===== src/rtl/limb_initiator.sv =====
// Bus-master end of the 8-bit LIMB bus: turns one valid/ready request at a time
// into a LIMB read or write cycle with setup, strobe, wait-stretch and hold phases.
module limb_initiator #(
    parameter int SETUP_CYC    = 1,
    parameter int STROBE_CYC   = 3,
    parameter int HOLD_CYC     = 1,
    parameter int WAIT_TIMEOUT = 255
) (
    input  logic       ckin,
    input  logic       reset,
    input  logic       req_valid,
    output logic       req_ready,
    input  logic       req_write,
    input  logic       req_cmd,
    input  logic [7:0] req_wdata,
    output logic       rsp_valid,
    output logic [7:0] rsp_rdata,
    output logic       rsp_timeout,
    output logic       irq,
    output logic [7:0] limb_d_out,
    output logic       limb_d_oe,
    input  logic [7:0] limb_d_in,
    output logic       limb_cmd,
    output logic       limb_ncs,
    output logic       limb_nwe,
    output logic       limb_nrd,
    input  logic       limb_nwait,
    input  logic       limb_nreq,
    output logic [2:0] dbg_state
);

    typedef enum logic [2:0] {
        ST_IDLE   = 3'd0,
        ST_SETUP  = 3'd1,
        ST_STROBE = 3'd2,
        ST_WAIT   = 3'd3,
        ST_HOLD   = 3'd4
    } state_t;

    localparam logic [3:0] SETUP_LOAD  = 4'(SETUP_CYC - 1);
    localparam logic [3:0] STROBE_LOAD = 4'(STROBE_CYC - 1);
    localparam logic [3:0] HOLD_LOAD   = 4'(HOLD_CYC - 1);
    localparam logic [7:0] WAIT_LAST   = 8'(WAIT_TIMEOUT - 1);

    state_t     state_q, state_d;
    logic [3:0] cnt_q, cnt_d;
    logic [7:0] wait_cnt_q, wait_cnt_d;
    logic       wr_q, wr_d;
    logic       cmd_q, cmd_d;
    logic [7:0] wdata_q, wdata_d;
    logic [7:0] cap_q, cap_d;
    logic       tout_q, tout_d;
    logic       nwait_s1_q, nwait_s1_d, nwait_s2_q, nwait_s2_d;
    logic       nreq_s1_q, nreq_s1_d, nreq_s2_q, nreq_s2_d;
    logic       ncs_q, ncs_d, nwe_q, nwe_d, nrd_q, nrd_d;
    logic       cmd_out_q, cmd_out_d, d_oe_q, d_oe_d;
    logic [7:0] d_out_q, d_out_d;
    logic       rsp_valid_q, rsp_valid_d, rsp_timeout_q, rsp_timeout_d;
    logic [7:0] rsp_rdata_q, rsp_rdata_d;
    logic       busy_d, strobe_d;

    // Handshake: a request transfers on a rising edge where req_valid and
    // req_ready are both high; req_ready is high only in IDLE outside reset.
    assign req_ready = (state_q == ST_IDLE) && !reset;

    // Registered bus outputs are decoded from the next state so they change
    // on the same edge as the state itself.
    assign busy_d   = (state_d != ST_IDLE);
    assign strobe_d = (state_d == ST_STROBE) || (state_d == ST_WAIT);

    always_comb begin
        state_d       = state_q;
        cnt_d         = cnt_q;
        wait_cnt_d    = wait_cnt_q;
        wr_d          = wr_q;
        cmd_d         = cmd_q;
        wdata_d       = wdata_q;
        cap_d         = cap_q;
        tout_d        = tout_q;
        rsp_valid_d   = 1'b0;
        rsp_rdata_d   = rsp_rdata_q;
        rsp_timeout_d = rsp_timeout_q;
        nwait_s1_d    = limb_nwait;
        nwait_s2_d    = nwait_s1_q;
        nreq_s1_d     = limb_nreq;
        nreq_s2_d     = nreq_s1_q;

        unique case (state_q)
            ST_IDLE: begin
                if (req_valid) begin
                    wr_d    = req_write;
                    cmd_d   = req_cmd;
                    wdata_d = req_wdata;
                    cap_d   = 8'h00;
                    tout_d  = 1'b0;
                    cnt_d   = SETUP_LOAD;
                    state_d = ST_SETUP;
                end
            end
            ST_SETUP: begin
                if (cnt_q == 4'd0) begin
                    cnt_d   = STROBE_LOAD;
                    state_d = ST_STROBE;
                end else begin
                    cnt_d = cnt_q - 4'd1;
                end
            end
            ST_STROBE: begin
                if (cnt_q != 4'd0) begin
                    cnt_d = cnt_q - 4'd1;
                end else if (!nwait_s2_q) begin
                    wait_cnt_d = 8'd0;
                    state_d    = ST_WAIT;
                end else begin
                    cap_d   = wr_q ? 8'h00 : limb_d_in;
                    cnt_d   = HOLD_LOAD;
                    state_d = ST_HOLD;
                end
            end
            ST_WAIT: begin
                wait_cnt_d = wait_cnt_q + 8'd1;
                if (nwait_s2_q) begin
                    cap_d   = wr_q ? 8'h00 : limb_d_in;
                    cnt_d   = HOLD_LOAD;
                    state_d = ST_HOLD;
                end else if (wait_cnt_q == WAIT_LAST) begin
                    tout_d  = 1'b1;
                    cap_d   = 8'h00;
                    cnt_d   = HOLD_LOAD;
                    state_d = ST_HOLD;
                end
            end
            ST_HOLD: begin
                if (cnt_q == 4'd0) begin
                    rsp_valid_d   = 1'b1;
                    rsp_rdata_d   = cap_q;
                    rsp_timeout_d = tout_q;
                    state_d       = ST_IDLE;
                end else begin
                    cnt_d = cnt_q - 4'd1;
                end
            end
            default: state_d = ST_IDLE;
        endcase

        ncs_d     = !busy_d;
        nwe_d     = !(strobe_d && wr_d);
        nrd_d     = !(strobe_d && !wr_d);
        d_oe_d    = busy_d && wr_d;
        d_out_d   = (busy_d && wr_d) ? wdata_d : 8'h00;
        cmd_out_d = busy_d ? cmd_d : 1'b0;
    end

    always_ff @(posedge ckin) begin
        if (reset) begin
            state_q       <= ST_IDLE;
            cnt_q         <= 4'd0;
            wait_cnt_q    <= 8'd0;
            wr_q          <= 1'b0;
            cmd_q         <= 1'b0;
            wdata_q       <= 8'h00;
            cap_q         <= 8'h00;
            tout_q        <= 1'b0;
            nwait_s1_q    <= 1'b1;
            nwait_s2_q    <= 1'b1;
            nreq_s1_q     <= 1'b1;
            nreq_s2_q     <= 1'b1;
            ncs_q         <= 1'b1;
            nwe_q         <= 1'b1;
            nrd_q         <= 1'b1;
            cmd_out_q     <= 1'b0;
            d_oe_q        <= 1'b0;
            d_out_q       <= 8'h00;
            rsp_valid_q   <= 1'b0;
            rsp_rdata_q   <= 8'h00;
            rsp_timeout_q <= 1'b0;
        end else begin
            state_q       <= state_d;
            cnt_q         <= cnt_d;
            wait_cnt_q    <= wait_cnt_d;
            wr_q          <= wr_d;
            cmd_q         <= cmd_d;
            wdata_q       <= wdata_d;
            cap_q         <= cap_d;
            tout_q        <= tout_d;
            nwait_s1_q    <= nwait_s1_d;
            nwait_s2_q    <= nwait_s2_d;
            nreq_s1_q     <= nreq_s1_d;
            nreq_s2_q     <= nreq_s2_d;
            ncs_q         <= ncs_d;
            nwe_q         <= nwe_d;
            nrd_q         <= nrd_d;
            cmd_out_q     <= cmd_out_d;
            d_oe_q        <= d_oe_d;
            d_out_q       <= d_out_d;
            rsp_valid_q   <= rsp_valid_d;
            rsp_rdata_q   <= rsp_rdata_d;
            rsp_timeout_q <= rsp_timeout_d;
        end
    end

    assign limb_ncs    = ncs_q;
    assign limb_nwe    = nwe_q;
    assign limb_nrd    = nrd_q;
    assign limb_cmd    = cmd_out_q;
    assign limb_d_oe   = d_oe_q;
    assign limb_d_out  = d_out_q;
    assign rsp_valid   = rsp_valid_q;
    assign rsp_rdata   = rsp_rdata_q;
    assign rsp_timeout = rsp_timeout_q;
    assign irq         = !nreq_s2_q;
    assign dbg_state   = state_q;

endmodule


===== config.mk =====
export PLATFORM = sky130hd
export DESIGN_NAME = limb_initiator
export DESIGN_NICKNAME = d
export VERILOG_FILES = /design/src/rtl/limb_initiator.sv
export SDC_FILE = /design/constraint.sdc
export NUM_CORES = 1
export LEC_CHECK = 0
export ABC_AREA = 1
export CELL_PAD_IN_SITES_DETAIL_PLACEMENT = 1
export CELL_PAD_IN_SITES_GLOBAL_PLACEMENT = 1
export CORE_MARGIN = 2
export CORE_UTILIZATION = 40
export CTS_CLUSTER_DIAMETER = 40
export DETAILED_ROUTE_END_ITERATION = 10
export GPL_ROUTABILITY_DRIVEN = 0
export GPL_TIMING_DRIVEN = 0
export PLACE_DENSITY = 0.82
export SYNTH_ARGS = -nofsm -noshare
export SYNTH_HDL_FRONTEND = slang
export SYNTH_SLANG_ARGS = --single-unit

===== constraint.sdc =====
create_clock -name ckin -period 2.58 [get_ports ckin]
set_input_delay 0.516 -clock ckin [delete_from_list [all_inputs] [get_ports ckin]]
set_output_delay 0.516 -clock ckin [all_outputs]
set_load 0.005 [all_outputs]

==> results.md, run 1 <==
- Layout area overhead: 31.5%
- Post-synth EDFFs: 0
- Hold_ws: a little over 400 ps
- Skew final: between 7 and 8 ps
- Hold Startpoint: nwait_s1_q
- Actual slew at the worst max-slew pin: a little over 700 ps
- FP Rows: 28
- Final-report setup violation count: 0
- Fraction of layout cells with a size suffix above 1: 13.7%
- Total grt overflow: 0
- Gr usage total: 20.1%
- Pwr Total: about 2900 µW
- Dpl ws: -59.1 ps
- Inserted Diodes: 0
- Power Density: 880 nW/µm²
- Hold Path Class: register to register
- Final Hold Viols: 0
- CP Launch Point: reset
- Synth warnings: 0
- First-pass GRT wire length: 11.3 mm
- TritonCTS clock tree: built
- Detail Placement HPWL: 4.81 mm
- Antenna-violating nets left: 0
- Root Driver: clkbuf_8
- Yosys reg bits: 61
- CP Launch Type: input pin
- H-tree levels: 3
- DRC: 0
- Slew margin rel.: 52.5%
- Worst EP arrival: 2010 ps
- Final #Nets: 394
- WS Path Type: input pin to output pin
- RSZ-0062 raised after global routing: no
- Fmax: 396 MHz
- Dpl cells: 432
- Die X: 83.2 µm
- Netlist cell types: 33
- # IOs: 51
- Mapped Nets: 333
- Ys flop type: dfxtp_1
- Seq/Total Area, Yosys: 48.7%
- Final worst setup slack: between 50 and 60 ps
- Non-Filler Instances: 448
- Final Max Tran Viols: 0
- Die Y: 83.2 µm
- Vias: ~2300
- Synth Cell Area: 2510 µm²
- Maxcap violations: 0
- Mapped Cells: 307
- Largest net degree at the start of global routing: 12
- Starting Density: 41.9%
- Initial antenna violation count: 0
- Bufs on Longest Clock Path: 2
- Vias in the first global route: 2470
- Crit Path Max Fanout: 10
- 1st-pass router iterations: 4
- # hold bufs at CTS: 0
- Total Negative Setup Slacks: 0 ps
- WL final: 6.54 mm
- Initial DRC count: just under 70
- Number of buffers added on ports: 50
- Setup Fix Bufs, Post-CTS: 0
- Synth area leader: dfxtp_1
- Flop-to-flop setup slack: a little over 800 ps
- Synth top area cells: dfxtp_1, nand2_1, nor2_1
- Total CTS buffers: 9
- Total Die Area: 6920 µm²
- Core area: ~6000 µm²
- CTS Sinks: 61
- Reg clk slew, reported paths: ~70 ps
- Maximum vdd drop: approximately 0.00042 V
- Top cells by count, synth: dfxtp_1, nand2_1, nor2_1, inv_1, a21oi_1
- Drt via density: 5.06
- Most frequent cell after synthesis: dfxtp_1
- Reg2reg start: cnt_q[0]
- Pleak: about 0.0014 µW
- Syn_area_per_cell: between 8 and 9 µm²
- Post-synth top area share: between 40 and 50%
- CP required: between 2000 and 2500 ps
- Synth async-reset ratio: 0%
- Drt wl/cell: approximately 15 µm
- CP Capture Type: output pin
- Minimum clock period: 2520 ps
- Status: complete, no violations
- Resize count post-CTS: 2
- Crit share post-route: a little over nine tenths
- Clock Latency Late Sink: 330 ps
-- worst max-delay path: stages --
cell             delay [ps]
clkdlybuf4s50_1         490
clkbuf_4                240
nor3_1                  220
clkdlybuf4s50_1         540
-- metrics by stage --
stage               util (%)  cell area (µm²)
finish                  55.1             3300
global route            55.1             3300
CTS                     55.1             3300
detailed placement      51.8             3100
global placement        51.8             3100
floorplan                  -             2510
-- cell families after synthesis --
family | count (synthesis) | synth area share [%]
flip-flops | 61 | 48.7
XOR/XNOR | 3 | 1.05
AND/OR/NAND/NOR | 133 | 25.8
AO/OA/AOI/OAI | 55 | 11.7
buffers and inverters | 43 | 7.73
multiplexers | 9 | 3.59
adder cells (fa/ha/maj) | 3 | 1.50
-- metal layers --
metal	global-route usage (%)	wire, µm	vias up
li1	-	-	1109
met1	23.0	2820	1097
met2	34.4	3240	46
met3	5.67	317	15
met4	9.84	166	0
met5	0	0	-
-- sequential cells by signal (all words and copies together), names as in the netlist, 3 cells and up --
| signal | count |
|---|---|
| wait_cnt_q | 8 |
| cnt_q | 4 |
| rsp_rdata | 8 |
| cap_q | 8 |
| wdata_q | 8 |
| dbg_state | 3 |
| limb_d_out | 8 |
-- report_power, final --
group / total [µW] / leakage, µW / internal, µW / switching (µW)
clock: 829 / 0.0000923 / 444 / 385
sequential: 1150 / 0.000498 / 1080 / 73.2
combinational: 920 / 0.000789 / 368 / 552
total: 2900 / 0.00138 / 1890 / 1010
-- layout make-up --
| type | instances | area (µm²) |
|---|---|---|
| Inverter | 35 | 136 |
| Clock inverter | 6 | 63.8 |
| Buffer | 8 | 61.3 |
| Tap cell | 75 | 93.8 |
| Multi-Input combinational cell | 203 | 1090 |
| Timing Repair Buffer | 50 | 500 |
| Fill cell | 730 | 2690 |
| Sequential cell | 61 | 1220 |
| Clock buffer | 10 | 128 |
-- path summary, 6_finish.rpt --
kind,to,depth (start not counted)
worst max-delay path,req_ready,4
worst min-delay path,nwait_s2_q,1
worst max register to register,cnt_q[1],9
worst min register to register,nwait_s2_q,1
-- layout by cell type, fill, tap and decap left out, drive strengths merged --
| cell type | count |
|---|---|
| dfxtp | 61 |
| nor2 | 51 |
| clkdlybuf4s50 | 50 |
| nand2 | 50 |
| inv | 34 |
| a21oi | 27 |
| o21ai | 25 |
| nand3 | 16 |
| clkbuf | 13 |
| mux2i | 9 |
| nor3 | 6 |
| or2 | 5 |
| buf | 5 |
| clkinv | 4 |
| xor2 | 3 |
| ha | 3 |
| nand4 | 2 |
| nor3b | 2 |
| clkinvlp | 2 |
| o211ai | 1 |
| o22ai | 1 |
| nor4 | 1 |
| o21bai | 1 |
| bufinv | 1 |
No activity file was read; power rests on OpenSTA's default activity.
==> run 2: changes to the inputs <==
--- a/config.mk
+++ b/config.mk
@@ -10,7 +10,6 @@
 export CELL_PAD_IN_SITES_GLOBAL_PLACEMENT = 1
 export CORE_MARGIN = 2
 export CORE_UTILIZATION = 40
-export CTS_CLUSTER_DIAMETER = 40
 export DETAILED_ROUTE_END_ITERATION = 10
 export GPL_ROUTABILITY_DRIVEN = 0
 export GPL_TIMING_DRIVEN = 0
==> results of run 2 <==
Final layout, timing and power as in run 1 (identical DEF).
==> run 3: changes to the inputs <==
--- a/config.mk
+++ b/config.mk
@@ -10,10 +10,12 @@
 export CELL_PAD_IN_SITES_GLOBAL_PLACEMENT = 1
 export CORE_MARGIN = 2
 export CORE_UTILIZATION = 40
+export CTS_BUF_LIST = sky130_fd_sc_hd__clkbuf_8 sky130_fd_sc_hd__clkbuf_16
 export DETAILED_ROUTE_END_ITERATION = 10
 export GPL_ROUTABILITY_DRIVEN = 0
 export GPL_TIMING_DRIVEN = 0
 export PLACE_DENSITY = 0.82
+export REMOVE_ABC_BUFFERS = 1
 export SYNTH_ARGS = -nofsm -noshare
 export SYNTH_HDL_FRONTEND = slang
 export SYNTH_SLANG_ARGS = --single-unit
==> run 3 against run 2 <==
Against the previous run:
- first-iteration DRC count up 49%
- via count shrank 2.5%
- non-clock buffer count fell by 8
- clock power up 3.1%
- largest cell class unchanged
- combinational power is 5.3% lower
- power down 0.58%
==> results.md, run 3 (synthesis results as in run 1) <==
- RSZ-0062 raised after global routing: no (unchanged)
- Final Hold Viols: 0 (unchanged)
- Drt wl/cell: 14.3 µm (was 14.6 µm)
- Gr usage total: 19.3% (was 20.1%)
- Fmax: 422 MHz (was 396 MHz)
- Pleak: 0.00135 µW (was 0.00138 µW)
- Setup Fix Bufs, Post-CTS: 0 (unchanged)
- CTS Sinks: 61 (unchanged)
- Initial antenna violation count: 0 (unchanged)
- TritonCTS clock tree: built (unchanged)
- Sw power: 1020 µW (was 1010 µW)
- Crit Path Max Fanout: 5 (was 10)
- DRC: 0 (unchanged)
- Core area: 5990 µm² (unchanged)
- Total Die Area: 6920 µm² (unchanged)
- Clock share of power: 29.6% (was 28.5%)
- Die X: 83.2 µm (unchanged)
- Root Driver: clkbuf_8 (unchanged)
- Logic pwr share: 30.2% (was 31.7%)
- Register share of total power: 40.2% (was 39.8%)
- H-tree levels: 3 (unchanged)
- Most frequent cells in the layout: dfxtp_1, clkdlybuf4s50_1, nand2_1, nor2_1, inv_1 (unchanged)
- Status: complete, no violations (unchanged)
- Final #Nets: 386 (was 394)
- Clock Latency Late Sink: 350 ps (was 330 ps)
- Maxcap violations: 0 (unchanged)
- Starting Density: 41.9% (unchanged)
- P_int: 1870 µW (was 1890 µW)
- Reg clk slew, reported paths: 70 ps (about the same)
- FP Rows: 28 (unchanged)
- Die Y: 83.2 µm (unchanged)
- Skew final: 7.39 ps (was 7.40 ps)
- Placed Area: 3050 µm² (was 3100 µm²)
- Antenna-violating nets left: 0 (unchanged)
- Total grt overflow: 0 (unchanged)
- CP required: 2060 ps (about the same)
- Commonest non-fill, non-tap cell in the layout: dfxtp_1 (unchanged)
- Fraction of layout cells with a size suffix above 1: 12.9% (was 13.7%)
- Fillcell total: 744 (was 730)
- CP Launch Type: register (was input pin)
- CP Capture Type: output pin (unchanged)
- First-pass GRT wire length: 10.7 mm (was 11.3 mm)
- Detail Placement HPWL: 4.44 mm (was 4.81 mm)
- Maximum vdd drop: 0.000434 V (was 0.000420 V)
- Final-report setup violation count: 0 (unchanged)
- Inserted Diodes: 0 (unchanged)
- Total CTS buffers: 9 (unchanged)
- Vias: 2211 (was 2267)
- WS Path Type: register to output pin (was input pin to output pin)
- Worst EP arrival: 1850 ps (was 2010 ps)
- Bufs on Longest Clock Path: 2 (unchanged)
- Dpl ws: -405 ps (was -59.1 ps)
- Final instance area: 3240 µm² (was 3300 µm²)
- Final worst setup slack: 213 ps (was 56.7 ps)
- Largest net degree at the start of global routing: 25 (was 12)
- Crit share post-route: 91.8% (was 97.8%)
- Minimum clock period: 2370 ps (was 2520 ps)
- Sw Share: 35.3% (was 34.8%)
- # IOs: 51 (unchanged)
- Drt via density: 5.03 (was 5.06)
- Hold Path Class: register to register (unchanged)
- Final Max Tran Viols: 0 (unchanged)
- Number of buffers added on ports: 50 (unchanged)
- # hold bufs at CTS: 0 (unchanged)
- Vias in the first global route: 2261 (was 2470)
- Layout area overhead: 29.1% (was 31.5%)
- WL final: 6.29 mm (was 6.54 mm)
- Actual slew at the worst max-slew pin: 762 ps (was 708 ps)
- 1st-pass router iterations: 4 (unchanged)
- Slew margin rel.: 48.9% (was 52.5%)
- Power Density: 892 nW/µm² (was 880 nW/µm²)
- Resize count post-CTS: 1 (was 2)
- Initial DRC count: 101 (was 68)
-- run 3: worst paths after layout --
path	slack (ps)	startpoint	cells past startpoint	to
setup reg to reg	760	cnt_q[0]	7	cap_q[7]
setup / recovery	210	dbg_state[1]	4	req_ready
hold / removal	410	nwait_s1_q	1	nwait_s2_q
hold reg to reg	410	nwait_s1_q	1	nwait_s2_q
-- run 3: cell type report --
cell class / instances / area, µm² / share of cell area, %
multi-input cells: 203 / 1090 / 33.8
clock inverters: 7 / 73.8 / 2.28
repair buffers: 50 / 495 / 15.3
clock buffers: 9 / 124 / 3.83
well taps: 75 / 93.8 / 2.90
flip-flops and latches: 61 / 1220 / 37.7
inverters: 35 / 136 / 4.21
-- run 3: per-stage QoR --
stage          setup TNS, ps  instances  hold WS [ps]  utilization (%)  total power (µW)
2_1_floorplan              0        299           389                -              1730
3_3_place_gp           -1320        424           393             50.8              2010
3_5_place_dp           -1310        424           396             50.8              2050
4_1_cts                    0        440           412             54.1              2910
5_1_grt                    0        440           439             54.1              3070
6_report                   0        440           409             54.1              2890
-- run 3: worst max-delay path, stage by stage, from the launching register on --
cell,delay (ps)
dfxtp_1,390
inv_1,160
nand2_1,110
nor3_1,250
clkdlybuf4s50_1,580
-- run 3: layer usage --
metal | track usage [%] | part of all wire [%] | up-vias
li1 | - | - | 1097
met1 | 23.3 | 47 | 1059
met3 | 7.26 | 5.6 | 8
met4 | 6.71 | 1.6 | 0
met5 | 0 | 0 | -
met2 | 31.4 | 46 | 47
-- run 3: power by group through the flow --
stage / Combinational, µW / Sequential, µW / Clock [µW]
finish: 871 / 1160 / 855
global route: 969 / 1170 / 925
CTS: 874 / 1160 / 874
detailed placement: 868 / 1180 / 0
global placement: 840 / 1170 / 0
floorplan: 563 / 1170 / 0
